$ cat src/rtl/debouncer.sv
// Switch debouncer: a 2-flop synchronizer feeding a four-state qualification FSM.
// A new level is accepted only after BOUNCE_TICKS+1 consecutive ena samples agree.
module debouncer #(
    parameter int N            = 8,
    parameter int BOUNCE_TICKS = 10
) (
    input  logic clk,
    input  logic rst,
    input  logic ena,
    input  logic bouncy_in,
    output logic out,
    output logic positive_edge,
    output logic negative_edge
);

    typedef enum logic [1:0] {
        S_LOW        = 2'b00,
        S_MAYBE_HIGH = 2'b01,
        S_HIGH       = 2'b10,
        S_MAYBE_LOW  = 2'b11
    } state_t;

    localparam logic [N-1:0] LAST = N'(BOUNCE_TICKS - 1);

    logic         sync_p0;
    logic         sync_p1;
    logic         synced;
    state_t       state;
    logic [N-1:0] cnt;

    // Synchronizer runs every cycle, independent of the sample strobe
    always_ff @(posedge clk) begin
        if (rst) begin
            sync_p0 <= 1'b0;
            sync_p1 <= 1'b0;
        end else begin
            sync_p0 <= bouncy_in;
            sync_p1 <= sync_p0;
        end
    end

    assign synced = sync_p1;

    // Qualification FSM; edge pulses self-clear on the following cycle
    always_ff @(posedge clk) begin
        if (rst) begin
            state         <= S_LOW;
            cnt           <= '0;
            out           <= 1'b0;
            positive_edge <= 1'b0;
            negative_edge <= 1'b0;
        end else begin
            positive_edge <= 1'b0;
            negative_edge <= 1'b0;
            if (ena) begin
                case (state)
                    S_LOW: begin
                        if (synced) begin
                            state <= S_MAYBE_HIGH;
                            cnt   <= '0;
                        end
                    end
                    S_MAYBE_HIGH: begin
                        if (!synced) begin
                            state <= S_LOW;
                        end else if (cnt == LAST) begin
                            state         <= S_HIGH;
                            cnt           <= '0;
                            out           <= 1'b1;
                            positive_edge <= 1'b1;
                        end else begin
                            cnt <= cnt + 1'b1;
                        end
                    end
                    S_HIGH: begin
                        if (!synced) begin
                            state <= S_MAYBE_LOW;
                            cnt   <= '0;
                        end
                    end
                    S_MAYBE_LOW: begin
                        if (synced) begin
                            state <= S_HIGH;
                        end else if (cnt == LAST) begin
                            state         <= S_LOW;
                            cnt           <= '0;
                            out           <= 1'b0;
                            negative_edge <= 1'b1;
                        end else begin
                            cnt <= cnt + 1'b1;
                        end
                    end
                    default: begin
                        state <= S_LOW;
                        cnt   <= '0;
                        out   <= 1'b0;
                    end
                endcase
            end
        end
    end

endmodule

$ cat config.mk
export PLATFORM = sky130hd
export DESIGN_NAME = debouncer
export DESIGN_NICKNAME = d
export VERILOG_FILES = /design/src/rtl/debouncer.sv
export SDC_FILE = /design/constraint.sdc
export NUM_CORES = 1
export LEC_CHECK = 0
export ABC_AREA = 1
export CAP_MARGIN = 20
export CORE_ASPECT_RATIO = 0.75
export CORE_UTILIZATION = 41
export DETAILED_ROUTE_END_ITERATION = 16
export SETUP_SLACK_MARGIN = 0.3
export SLEW_MARGIN = 5
export SYNTH_ARGS = -nofsm -noshare
export SYNTH_HDL_FRONTEND = slang
export SYNTH_SLANG_ARGS = --single-unit
$ cat constraint.sdc
create_clock -name clk -period 1.59 [get_ports clk]
set_clock_uncertainty 0.1 [all_clocks]
set_input_delay 0.159 -clock clk [delete_from_list [all_inputs] [get_ports clk]]
set_output_delay 0.159 -clock clk [all_outputs]
set_load 0.005 [all_outputs]
After elaboration in Yosys (flattened, before gate mapping)
Cells that the tools add are included.

Add/subtract/negate cells: 1. Equality and inequality tests: 12. Muxes and demuxes: 19. Bitwise gates (word level): 4. Reduce and logical (&&, ||, !) cells: 7.

Operator list (number): 8-bit 2-to-1 mux (5); 8-bit case mux with 4 select lines (1); 2-bit 2-to-1 mux (6); 2-bit != test, second input constant (6); 5-bit AND reduction (2); 8-bit by 1-bit adder with 8-bit output, second input constant (1); 8-bit by 4-bit equality test with 1-bit output, second input constant (1); 2-bit case mux with 4 select lines (1); 4-bit OR reduction (2); 3-bit != test, second input constant (2); 6-bit AND reduction (1); 1-bit 2-to-1 mux (5); 2-bit equality test, second input constant (2); 1-bit NOT (4); 2-bit by 1-bit equality test with 1-bit output, second input constant (1); 2-bit zero test (1); 1-bit case mux with 2 select lines (1); 2-bit nonzero test (1).

Register bits: 15. Output and inout port bits: 3.

Depth between registers and ports, before layout
Depth in word-level cells: 4. Depth in mapped cells: 9. Depth with buffers taken out: 9.

Least setup slack after synthesis
OpenSTA, ideal clock, no wires.

Path type: register to register. Start point: reg cnt[1]. End point: reg cnt[7]. Arrival time: 1043 ps. Data required time: 1364 ps. Setup slack: 321 ps. Stages on the path, launching flop included: 10. Path through: dfxtp_1 -> inv_1 -> ha_1 -> inv_1 -> nor2_1 -> nand2_4 -> nand3_1 -> nor2_1 -> nor2_1 -> nor2_1.

Longest elaborated chain between the ends: 4. Elaborated cells on any way between the ends: 6.

Ends and longest elaborated chain: start: declaration (line 29) `logic [N-1:0] cnt;`; start signal: assignment (line 72) `cnt <= cnt + 1'b1;`; start signal: assignment (line 90) `cnt <= cnt + 1'b1;`; 8-bit by 1-bit adder with 8-bit output or 8-bit by 4-bit equality test with 1-bit output (tied branches); 8-bit 2-to-1 mux (*) (line 66, 84); 8-bit 2-to-1 mux (on tied branches) (line 82, 64); 8-bit case mux with 4 select lines (*) (line 56) `case (state)`.

Mark *: on every way between the ends. The rest lies on a longest branch, timed or not. The select of a mux whose other input is x is not followed. A chain may end at the register's enable or synchronous reset.

==> flow_summary.ini <==
[run_status]
run_status = complete, no violations

[synthesis]
yosysWarnings = 0
synth_cell_types = 18
synth_edf_count = 0
ys_seq_elements = 15
netlist.area_leader.share = 0.379
ys_top_cells_by_area = dfxtp_1 (38%), nand2_1 (14%), inv_1 (9.5%), nor2_1 (7.1%), nand3_1 (5.0%)
syn_inst = 118
seq_area_frac_synth = 0.379
synthFlopType = dfxtp_1
synth.avg_cell_area_sq_um = 6.72
syn-cell-area_sq_um = 793
synthArstFlopShare = 0
syn-num-nets = 124
synth_top_area_cell = dfxtp_1

[placement]
placedCellCount = 146
io_buffers = 6
place_congestion = 0.872
place_ws_ns = 0.161
hpwl_mm = 1.18

[finish]
final_nets = 139
mostFrequentLayoutCells = nand2_1 (25), inv_1 (17), nor2_1 (11)
num_antenna_cells = 0
fillers = 165
drive_gt1_frac = 0.341
final_cells = 154
areaGrowthSynthToFinish_pct = 33.6
mostFrequentLayoutCell = nand2_1

[floorplanning]
row_count = 13
die_h_um = 40.1
ios = 7
coreArea_sq_um = 1770
dieArea_sq_um = 2120
initial_core_util = 0.447
die_width_um = 52.8

[critical_path]
crit_type = flop to flop
required_ns = 1.68
path_buf_inv = 0
crit_path_cell_trace = nand2_1 > nor2_4 > nand2_4 > nand2_4 > nand2_1 > nand2_1 > a21oi_1
arrival_ns = 1.37
crit_slowest_cell = dfxtp_1
crit_path_max_incr_delay_ns = 0.43
critPathMaxFanout = 7
critPathLaunchType = flop
critPathCaptureType = flop
cp_common_cell = nand2_1
crit_family = simple AND/OR/NAND/NOR gates

[timing]
slew_violations = 0
slew_headroom = 0.832
worst_slack_ns = 0.302
post-route-period-util = 0.810
worst_pin_slew_ns = 0.251
rsz0062_at_grt = yes
setup_viol = 0
fin_tns_setup_ns = 0
period_minus_slack_ns = 1.29
fmax_ghz = 0.777
final_hold_viol_count = 0

[clock_network]
root_buffer = clkbuf_4
h-tree-depth = 1
cts_buffer_depth = 2
cts_tree = built
clk_pin_slew_ns = 0.09
cts_sinks = 15
clkLatencyLatePin_ns = 0.29
cts_hold_buffers = 0
cts_buffers = 3

[drt]
wl_per_cell_um = 11.9
vias_per_cell = 4.83
vias = 744
postRouteAntennaNets = 0
wl_mm = 1.83
remaining_drc_errors = 0
firstDrtPassIters = 4
drt_first_iter_violations = 2

[global_routing]
grt_overflow = 0
grt_usage = 0.179
grt_pass1_wl_mm = 2.50
grt_pass1_vias = 567
grt_start_max_net_pins = 11
antenna_found_initial = 0

[flow_run]
cap_violations = 0

[power]
powerDensity_nw_per_um2 = 613
power.leakage_nw = 0.465
peakVddDrop_mv = 0.437

[min_path]
min_path_type = input pin to flop
[cell type report]
type / count / area [sq um] / area share
clock buffers: 4 / 26.3 / 0.0248
inverters: 22 / 85.1 / 0.0803
multi-input cells: 81 / 518 / 0.489
flip-flops and latches: 15 / 317 / 0.299
well taps: 22 / 27.5 / 0.0260
repair buffers: 10 / 86.3 / 0.0815
[through the flow]
stage	power (mW)	util	area [sq um]	hold slack (ns)
final	0.650	0.598	1060	0.279
after global routing	0.676	0.598	1060	0.285
after CTS	0.659	0.526	933	0.275
after detailed placement	0.431	0.499	885	0.295
after global placement	0.431	0.499	885	0.294
after floorplan	0.416	-	793	0.166
[per-layer routing]
| metal | GRT usage | vias to the layer above | routed length [um] | share of wire |
|---|---|---|---|---|
| li1 | - | 397 | - | - |
| met2 | 0.272 | 17 | 817 | 0.45 |
| met3 | 0.0682 | 7 | 96 | 0.052 |
| met5 | 0 | - | 0 | 0 |
| met4 | 0.0789 | 0 | 30 | 0.016 |
| met1 | 0.226 | 323 | 885 | 0.48 |
[worst paths after layout]
kind                                     startpoint                 end  slack [ns]  cells past startpoint
worst max-delay path            cnt[3]$_SDFFE_PP0P_                flop        0.30                      7
worst min-delay path                      bouncy_in  sync_p0$_SDFF_PP0_        0.28                      3
worst max register to register  cnt[3]$_SDFFE_PP0P_                flop        0.30                      7
worst min register to register   sync_p0$_SDFF_PP0_  sync_p1$_SDFF_PP0_        0.30                      2
[worst register-to-register path, cell delays in order (launching register included)]
cell	delay, ns
dfxtp_1	0.43
nand2_1	0.12
nor2_4	0.15
nand2_4	0.11
nand2_4	0.10
nand2_1	0.05
nand2_1	0.06
a21oi_1	0.06
[cell families after synthesis]
logic type,after synthesis,share of synthesized area
DFF,15,0.379
and+or+nand+nor,65,0.386
AOI/OAI and AO/OA,13,0.0915
buffers and inverters,23,0.112
adders and majority gates,2,0.0315
[power by group]
part	internal, mW	switching, mW
Sequential	0.375	0.00383
Combinational	0.0180	0.0303
Clock	0.0977	0.125
Total	0.490	0.159
[repair_timing]
item	CTS	global route
gates cloned	0	1
setup endpoints to repair	14	9
gates resized for setup	14	29
pin swaps	1	9
buffers inserted	1	2
[cells in the mapped netlist, types with 3 or more instances]
| cell type | number |
|---|---|
| dfxtp_1 | 15 |
| nor2_1 | 15 |
| o21ai_0 | 4 |
| nor3_1 | 3 |
| nand3_1 | 8 |
| nand2_1 | 29 |
| nand4_1 | 3 |
| a21oi_1 | 7 |
| inv_1 | 20 |
[state kept, by name, indices dropped and copies added (netlist names), named ones only]
| signal | flops |
|---|---|
| out | 1 |
| cnt | 8 |
| sync_p0 | 1 |
| sync_p1 | 1 |
| negative_edge | 1 |
| state | 1 |
| positive_edge | 1 |
Note: power is estimated with default switching activity, not from simulation.
